**src/rtl/uart_axis_rx_if.sv**
```systemverilog
// uart_axis_rx_if: AXI-Stream beat bundle carrying one received UART word.
// tuser[0] = framing error, tuser[1] = parity error.
interface uart_axis_rx_if #(
    parameter int DATA_BITS = 8
);
    logic                 tvalid;
    logic                 tready;
    logic [DATA_BITS-1:0] tdata;
    logic [1:0]           tuser;

    modport master (
        output tvalid,
        output tdata,
        output tuser,
        input  tready
    );

    modport slave (
        input  tvalid,
        input  tdata,
        input  tuser,
        output tready
    );
endinterface

```
**src/rtl/uart_axis_rx.sv**
```systemverilog
// uart_axis_rx: configurable UART receiver with AXI-Stream output and drop count.
// Optional break pulse output enabled by `define UART_RX_BREAK_DETECT_EN.
module uart_axis_rx #(
    parameter int CLK_FREQ   = 12000000,
    parameter int BAUD_RATE  = 9600,
    parameter int DATA_BITS  = 8,
    parameter int PARITY     = 0,
    parameter int STOP_BITS  = 1,
    parameter int DROP_CNT_W = 16
) (
    input  logic                  clk,
    input  logic                  sresetn,
    input  logic                  serial_data,
    uart_axis_rx_if.master        m_axis,
    output logic [DROP_CNT_W-1:0] drop_count
`ifdef UART_RX_BREAK_DETECT_EN
    ,
    output logic                  break_det
`endif
);
    localparam int DIV = CLK_FREQ / BAUD_RATE;
    localparam int CW  = $clog2(DIV);
    localparam logic [CW-1:0] HALF = CW'(DIV / 2 - 1);
    localparam logic [CW-1:0] FULL = CW'(DIV - 1);

    typedef enum logic [2:0] {
        S_IDLE,
        S_START,
        S_DATA,
        S_PARITY,
        S_STOP,
        S_WAIT_HIGH
    } state_t;

    state_t               state;
    logic                 sync1;
    logic                 sync2;
    logic                 line_q;
    logic [CW-1:0]        cnt;
    logic [3:0]           bit_cnt;
    logic                 stop_cnt;
    logic [DATA_BITS-1:0] shreg;
    logic                 ferr;
    logic                 perr;
    logic                 tvalid_q;
    logic [DATA_BITS-1:0] tdata_q;
    logic [1:0]           tuser_q;

    logic line;
    logic fall;
    logic expire;
    logic ferr_next;
    logic last_stop;
    logic accept;

    assign line      = sync2;
    assign fall      = line_q & ~line;
    assign expire    = (cnt == '0);
    assign ferr_next = ferr | ~line;
    assign last_stop = (stop_cnt == 1'(STOP_BITS - 1));
    assign accept    = ~tvalid_q | m_axis.tready;

    assign m_axis.tvalid = tvalid_q;
    assign m_axis.tdata  = tdata_q;
    assign m_axis.tuser  = tuser_q;

    always_ff @(posedge clk) begin
        if (!sresetn) begin
            sync1      <= 1'b1;
            sync2      <= 1'b1;
            line_q     <= 1'b1;
            state      <= S_IDLE;
            cnt        <= '0;
            bit_cnt    <= '0;
            stop_cnt   <= 1'b0;
            shreg      <= '0;
            ferr       <= 1'b0;
            perr       <= 1'b0;
            tvalid_q   <= 1'b0;
            tdata_q    <= '0;
            tuser_q    <= '0;
            drop_count <= '0;
        end else begin
            sync1  <= serial_data;
            sync2  <= sync1;
            line_q <= sync2;
            if (tvalid_q && m_axis.tready) begin
                tvalid_q <= 1'b0;
            end
            unique case (state)
                S_IDLE: begin
                    if (fall) begin
                        state <= S_START;
                        cnt   <= HALF;
                    end
                end
                S_START: begin
                    if (!expire) begin
                        cnt <= cnt - 1'b1;
                    end else if (!line) begin
                        state   <= S_DATA;
                        cnt     <= FULL;
                        bit_cnt <= '0;
                        ferr    <= 1'b0;
                        perr    <= 1'b0;
                    end else begin
                        state <= S_IDLE;
                    end
                end
                S_DATA: begin
                    if (!expire) begin
                        cnt <= cnt - 1'b1;
                    end else begin
                        cnt     <= FULL;
                        shreg   <= {line, shreg[DATA_BITS-1:1]};
                        bit_cnt <= bit_cnt + 1'b1;
                        if (bit_cnt == 4'(DATA_BITS - 1)) begin
                            stop_cnt <= 1'b0;
                            state    <= (PARITY != 0) ? S_PARITY : S_STOP;
                        end
                    end
                end
                S_PARITY: begin
                    if (!expire) begin
                        cnt <= cnt - 1'b1;
                    end else begin
                        cnt   <= FULL;
                        perr  <= ((^shreg) ^ line) == (PARITY == 2);
                        state <= S_STOP;
                    end
                end
                S_STOP: begin
                    if (!expire) begin
                        cnt <= cnt - 1'b1;
                    end else begin
                        cnt      <= FULL;
                        ferr     <= ferr_next;
                        stop_cnt <= stop_cnt + 1'b1;
                        if (last_stop) begin
                            // A held, unaccepted word wins; the new one is lost.
                            if (accept) begin
                                tvalid_q <= 1'b1;
                                tdata_q  <= shreg;
                                tuser_q  <= {perr, ferr_next};
                            end else if (drop_count != '1) begin
                                drop_count <= drop_count + 1'b1;
                            end
                            state <= (ferr_next && !line) ? S_WAIT_HIGH
                                                          : S_IDLE;
                        end
                    end
                end
                S_WAIT_HIGH: begin
                    if (line) begin
                        state <= S_IDLE;
                    end
                end
                default: state <= S_IDLE;
            endcase
        end
    end

`ifdef UART_RX_BREAK_DETECT_EN
    localparam int BRK = DIV * (1 + DATA_BITS + ((PARITY != 0) ? 1 : 0)
                                + STOP_BITS);
    localparam int LW  = $clog2(BRK + 1);

    logic [LW-1:0] low_cnt;

    // Saturating at BRK gives exactly one pulse per low period.
    always_ff @(posedge clk) begin
        if (!sresetn) begin
            low_cnt   <= '0;
            break_det <= 1'b0;
        end else begin
            break_det <= 1'b0;
            if (line) begin
                low_cnt <= '0;
            end else if (low_cnt != LW'(BRK)) begin
                low_cnt   <= low_cnt + 1'b1;
                break_det <= (low_cnt == LW'(BRK - 1));
            end
        end
    end
`endif
endmodule
```
**src/flat_wrapper.sv**
```systemverilog
// flat-port wrapper written by rule: the top's interface ports become plain ports
module uart_axis_rx_flat 
#(
    parameter int CLK_FREQ   = 12000000,
    parameter int BAUD_RATE  = 9600,
    parameter int DATA_BITS  = 8,
    parameter int PARITY     = 0,
    parameter int STOP_BITS  = 1,
    parameter int DROP_CNT_W = 16
)
  (clk, sresetn, serial_data, drop_count, m_axis_tvalid, m_axis_tdata, m_axis_tuser, m_axis_tready);
  uart_axis_rx_if #(.DATA_BITS(DATA_BITS)) m_axis_i ();
  input  logic clk;
  input  logic sresetn;
  input  logic serial_data;
  output logic [DROP_CNT_W-1:0] drop_count;
  output wire logic [$bits(m_axis_i.tvalid)-1:0] m_axis_tvalid;
  output wire logic [$bits(m_axis_i.tdata)-1:0] m_axis_tdata;
  output wire logic [$bits(m_axis_i.tuser)-1:0] m_axis_tuser;
  input wire logic [$bits(m_axis_i.tready)-1:0] m_axis_tready;
  assign m_axis_tvalid = m_axis_i.tvalid;
  assign m_axis_tdata = m_axis_i.tdata;
  assign m_axis_tuser = m_axis_i.tuser;
  assign m_axis_i.tready = m_axis_tready;
  uart_axis_rx #(.CLK_FREQ(CLK_FREQ), .BAUD_RATE(BAUD_RATE), .DATA_BITS(DATA_BITS), .PARITY(PARITY), .STOP_BITS(STOP_BITS), .DROP_CNT_W(DROP_CNT_W)) u_core (.clk(clk), .sresetn(sresetn), .serial_data(serial_data), .m_axis(m_axis_i), .drop_count(drop_count));
endmodule
```
**config.mk**
```make
export PLATFORM = sky130hd
export DESIGN_NAME = uart_axis_rx_flat
export DESIGN_NICKNAME = d
export VERILOG_FILES = /design/src/rtl/uart_axis_rx_if.sv /design/src/rtl/uart_axis_rx.sv /design/src/flat_wrapper.sv
export SDC_FILE = /design/constraint.sdc
export NUM_CORES = 1
export LEC_CHECK = 0
export ABC_AREA = 1
export BUFFER_PORTS_ARGS = -buffer_cell sky130_fd_sc_hd__buf_2
export CORE_MARGIN = 2
export CORE_UTILIZATION = 50
export DETAILED_ROUTE_END_ITERATION = 16
export PLACE_DENSITY = 0.72
export SYNTH_ARGS = -nofsm -noshare
export SYNTH_HDL_FRONTEND = slang
export SYNTH_SLANG_ARGS = --single-unit
```
**constraint.sdc**
```tcl
create_clock -name clk -period 2.55 [get_ports clk]
set_clock_uncertainty 0.15 [all_clocks]
set_input_delay 0.1275 -clock clk [delete_from_list [all_inputs] [get_ports clk]]
set_output_delay 0.1275 -clock clk [all_outputs]
set_load 0.02 [all_outputs]
```
# ---- After elaboration in Yosys (flattened, before gate mapping)
# Index checks and enable logic that the tools add are counted.
# Widths: inputs -> output; s select.
dict set report totals {
  ff_bits 59
  latchBits 0
  ramBits 0
  mem_bits_ro 0
  inputBits 4
  out_inout_bits 27
  elab_cells 100
  memories 0
}
dict set report classes {
  n_addsub 4
  n_mul 0
  n_div 0
  order_cmp 0
  n_eq_ne 17
  n_shift 0
  muxes 35
  n_bitwise 9
  n_reduce_logical 21
}
# op count
set op_table {}
lappend op_table {{$mux 11} 4}
lappend op_table {{$pmux 11 s3} 1}
lappend op_table {{$mux 3} 9}
lappend op_table {{$reduce_and 4->1} 5}
lappend op_table {{$pmux 3 s6} 1}
lappend op_table {{$add 16x1->16 const B} 1}
lappend op_table {{$ne 16x16->1 const B} 1}
lappend op_table {{$ne 2x1->1 const B} 7}
lappend op_table {{$mux 1} 12}
lappend op_table {{$mux 4} 3}
lappend op_table {{$logic_not 11->1} 1}
lappend op_table {{$sub 11x1->11 const B} 1}
lappend op_table {{$pmux 4 s2} 1}
lappend op_table {{$reduce_and 8->1} 1}
lappend op_table {{$reduce_bool 2->1} 4}
lappend op_table {{$reduce_xor 8->1} 1}
lappend op_table {{$eq 3x2->1 const B} 2}
lappend op_table {{$eq 3x3->1 const B} 2}
lappend op_table {{$pmux 1 s2} 3}
lappend op_table {{$not 1->1} 5}
lappend op_table {{$reduce_and 5->1} 1}
lappend op_table {{$add 4x1->4 const B} 1}
lappend op_table {{$eq 4x3->1 const B} 1}
lappend op_table {{$ne 2x2->1 const B} 2}
lappend op_table {{14 further kinds} 16}

# ---- Depth between registers and ports, before layout
dict set report logic_depth {
  depth_word 7
  ltp_mapped 12
  depth_no_buf 12
}

# ---- Worst setup path before layout
# OpenSTA, ideal clock, no wires.
dict set report synth_path {
  kind {reg-to-reg}
  startpoint {reg u_core.drop_count[0]}
  endpoint {reg u_core.drop_count[2]}
  setup_ps 69
  arrival_ps 1711
  t_required_ps 2331
  slack_ps 620
  stages_incl_launch_ff 11
  path_buffers 1
  synth_period_minus_slack_ps 1930
  path_cell_list {dfxtp_1 ha_1 nand2_2 nor2_4 nand2_4 nor2_8 nor2_4 nand3_4 buf_12 nand2_1 a21oi_2}
}
dict set report synth_between {
  elab_chain_len 2
  word_cells_on_any_way 3
  cone_classes {1 x add/sub; 1 x eq/ne; 1 x reduce/logical}
}
# element line_no
set synth_lines {}
lappend synth_lines {{start: declaration} uart_axis_rx.sv:15} ;# output logic [DROP_CNT_W-1:0] drop_count
lappend synth_lines {{start signal: assignment} uart_axis_rx.sv:146} ;# drop_count <= drop_count + 1'b1;
lappend synth_lines {{parallel branches: the longest is 2 deep, another holds $add 16x1->16} --}
# Parallel ways; which one is timed is not known.
# A chain may end at the register's enable or synchronous reset.

# ---- Final worst setup path
dict set report layout_path {
  startpoint {reg u_core.cnt[0]}
  endpoint {reg u_core.cnt[4]}
}
dict set report layout_between {
  elab_chain_len 3
  word_cells_on_any_way 7
  cone_classes {1 x add/sub; 1 x eq/ne; 3 x mux; 2 x reduce/logical}
}
# element line_no
set layout_lines {}
lappend layout_lines {{start: declaration} uart_axis_rx.sv:39} ;# logic [CW-1:0] cnt;
lappend layout_lines {{start signal: assignment} uart_axis_rx.sv:99} ;# cnt <= cnt - 1'b1;
lappend layout_lines {{start signal: assignment} uart_axis_rx.sv:112} ;# cnt <= cnt - 1'b1;
lappend layout_lines {{start signal: assignment} uart_axis_rx.sv:125} ;# cnt <= cnt - 1'b1;
lappend layout_lines {{$sub 11x1->11 / $logic_not 11->1 (equally long branches)} --}
lappend layout_lines {{$mux 11, or another cell as far along} {uart_axis_rx.sv:111, uart_axis_rx.sv:124, uart_axis_rx.sv:133}}
lappend layout_lines {{$pmux 11 s3 / $reduce_and 3->1 (equally long branches)} --}
# Parallel ways exist; a longest one is shown, timed or not.

==> flow_summary.toml <==
[critical_path]
crit_path_cell_trace = "inv_1 > ha_1 > inv_1 > nor2_1 > nand3_1 > nor2_4 > nand2_1 > nand2_2 > inv_2 > o21ai_0 > nor2_1"
crit_slowest_cell = "dfxtp_1"
arrival_ns = 2.10
r2r_start = "u_core.cnt[0]"
r2r_slack_ns = 0.54
r2r_cells = 11
worstReg2RegEnd = "u_core.cnt[4]"
cp.required_ns = 2.64
start_kind = "flip-flop"
cpPeakStageDelay_ns = 0.32
critical_path_class = "reg -> reg"
path_max_fanout = 9
endpoint_kind = "flip-flop"

[sta]
finalCriticalPeriod_ns = 2.01
final_max_slew_viol_count = 0
fmaxAchievable_ghz = 0.498
setup_ws_ns = 0.540
setup_tns_ns = 0
setup_viol = 0
finalHoldViolCount = 0
tightest_slew_ns = 0.330
rsz0062_at_grt = "no"
slew_headroom_pct = 78.0
finalCritPeriodShare_pct = 78.8

[synth]
avgSynthCellArea_um2 = 6.70
seq_area_frac_synth_pct = 34.7
ys_ff_latch = 59
synth_area_leader_cell = "dfxtp_1"
ys_async_sr_fraction_pct = 0
syn-num-nets = 516
netlist_area_mm2 = 0.00340
ys_types = 36
synth-main-ff-cell = "dfxtp_1"
synth_common_cells = "116 x nand2_1, 61 x nor2_1, 60 x inv_1, 59 x dfxtp_1, 40 x nand3_1"
syn_inst = 508
synthTopCellsByArea = "dfxtp_1 35%, nand2_1 13%, nor2_1 6.7%, inv_1 6.6%, nand3_1 5.9%"
synth_top_cell_area_share_pct = 34.7
ys_warn_count = 0
synth_edf_count = 0
yosys.cell_count.top_type = "nand2_1"

[placed_design]
dp_hpwl_um = 5240
globalplace.congestion = 0.915
port_buffers = 30
dpl_worst_slack_ns = 0.567

[floorplan]
dieArea_mm2 = 0.00748
core_area_mm2 = 0.00668
fp.dieW_um = 86.5
io_pins = 31
start_util_pct = 50.9
die_y_um = 86.5
num_rows = 30

[drt]
wl_um = 7500
wl_met2_um = 3360
wl_per_cell_um = 11.9
post-route-drc-count = 0
top_layer_used = "met4"
postRouteAntennaNets = 0
wl_met1_um = 3720
firstDrtPassIters = 4
avgViaCountPerCell = 5.20
wl_met3_um = 295
drtIter0Drc = 175
num_vias = 3281

[final_layout]
diodes = 0
area_delta_synth_final_pct = 13.1
nets = 554
drive_above_1_share_pct = 18.5
seqCellArea_mm2 = 0.00118
multiInputGateArea_mm2 = 0.00191
fillers = 654

[power_and_ir_drop]
power_frac_seq_pct = 31.1
power.switching_uw = 1890
switching_share_pct = 47.0
powerDensity_mw_per_mm2 = 1050
internal-power_uw = 2130
p_total_uw = 4020
ir_drop_mv = 0.469
p_comb_share_pct = 47.0
pwr-share-clk_pct = 21.9
leakagePower_uw = 0.00167

[clock_network]
clock_latency_ns = 0.35
htreeDepth = 3
numClockSinks = 59
numCtsBuffers = 9
ctsResizeCount = 0
clk_pin_slew_ns = 0.07
clockBufferDepth = 2
root_buffer = "clkbuf_8"
post_cts_buffers = 0
cts_hold_buf = 3
cts_tree = "built"

[worst_hold_path]
hold_path_startpoint = "u_core.sync1"
hold_end = "u_core.line"
holdPathStages = 1
hold_class = "reg -> reg"

[grt]
grt_pass1_vias = 2970
antenna_found_initial = 0
overflow = 0
grt_max_degree = 28
grt_pass1_wl_um = 13000
track_usage_pct = 21.4

[status]
status = "finished, final reports clean"

[job]
cap_violations = 0
[kinds of logic (layout without fill, tap and decap cells)]
kind of cell,count (synthesis),after routing,synth area share (%)
compound gates,85,85,13.9
xor+xnor,6,6,1.54
fa+ha+maj,4,4,1.47
buf+inv,75,118,9.08
flops,59,59,34.7
simple gates,279,279,39.2
[worst max-delay path by stage]
stage | to | cells after the start | slack, ns | from
after floorplan | u_core.drop_count[2] | 10 | 0.62 | u_core.drop_count[0]
after global placement | u_core.m_axis.tdata[1] | 9 | 0.59 | u_core.cnt[0]
after detailed placement | u_core.m_axis.tdata[6] | 9 | 0.57 | u_core.cnt[0]
after CTS | u_core.cnt[9] | 11 | 0.56 | u_core.cnt[0]
after global routing | u_core.m_axis.tdata[5] | 9 | 0.29 | u_core.cnt[0]
final | u_core.cnt[4] | 11 | 0.54 | u_core.cnt[0]
[final cells by class]
| cell class | count | share of cell area [%] |
|---|---|---|
| Clock buffer | 9 | 3.22 |
| Clock inverter | 7 | 2.02 |
| Inverter | 66 | 6.47 |
| Multi-Input combinational cell | 374 | 49.7 |
| Sequential cell | 59 | 30.7 |
| Tap cell | 80 | 2.60 |
| Timing Repair Buffer | 36 | 5.27 |
[placed cells by master, fill, tap and decap left out]
cell type and count:
nand3_2 1, xor2_1 5, dfxtp_1 59, or2_2 3
inv_6 1, ha_1 4, clkinvlp_4 1, nand3_4 1
a211oi_1 1, nand2_2 13, o21bai_1 1, nand2_1 116
nor3_2 1, o21ai_2 1, nor3_1 2, xnor2_1 1
clkbuf_8 9, nand2_4 3, bufinv_16 1, o211ai_1 1
dlygate4sd3_1 3, clkinv_2 2, clkinv_1 1, inv_1 60
buf_2 30, o21ai_1 4, or2_0 1, o21ai_0 31
nand3_1 40, nor2_2 7, inv_2 4, nand4_1 20
nor2_1 61, nor2_4 7, a21oi_2 10, buf_4 3
nand3b_1 2, clkinv_4 3, nor2_8 1, a21oi_1 36
[sequential cells by signal, indices dropped and copies added (netlist names)]
name / flops
u_core.sync1: 1
u_core.drop_count: 16
u_core.line: 1
u_core.m_axis.tvalid: 1
u_core.shreg: 8
u_core.state: 3
u_core.m_axis.tuser: 2
u_core.cnt: 11
u_core.stop_cnt: 1
u_core.bit_cnt: 4
u_core.line_q: 1
u_core.perr: 1
u_core.ferr: 1
u_core.m_axis.tdata: 8
[layer usage]
layer  GRT usage, %  vias up
met4           9.52        0
li1               -     1730
met5              0        -
met3           3.81       13
met2           33.9       75
met1           28.5     1463
[worst max-delay path, delay by kind of cell, from the launching register on]
family	cells	cell delay [ns]
buffers and inverters	3	0.29
and+or+nand+nor	6	0.78
AOI/OAI and AO/OA	1	0.17
DFF	1	0.32
adders and majority gates	1	0.19
[stage by stage]
stage / utilization [%] / hold WS, ns / cell area [µm²] / std cells
6_report: 57.6 / 0.267 / 3850 / 631
5_1_grt: 57.6 / 0.283 / 3850 / 631
4_1_cts: 57.6 / 0.263 / 3850 / 631
3_5_place_dp: 54.1 / 0.177 / 3610 / 612
3_3_place_gp: 54.1 / 0.169 / 3610 / 612
2_1_floorplan: - / 0.0841 / 3400 / 508
[power groups by stage]
stage / Sequential, µW / Combinational, µW / Clock [µW]
after floorplan: 1260 / 1510 / 0
after global placement: 1260 / 1840 / 0
after detailed placement: 1270 / 1860 / 0
after CTS: 1250 / 1870 / 890
after global routing: 1280 / 2140 / 936
final: 1250 / 1890 / 880
Note: power is estimated with default switching activity, not from simulation.
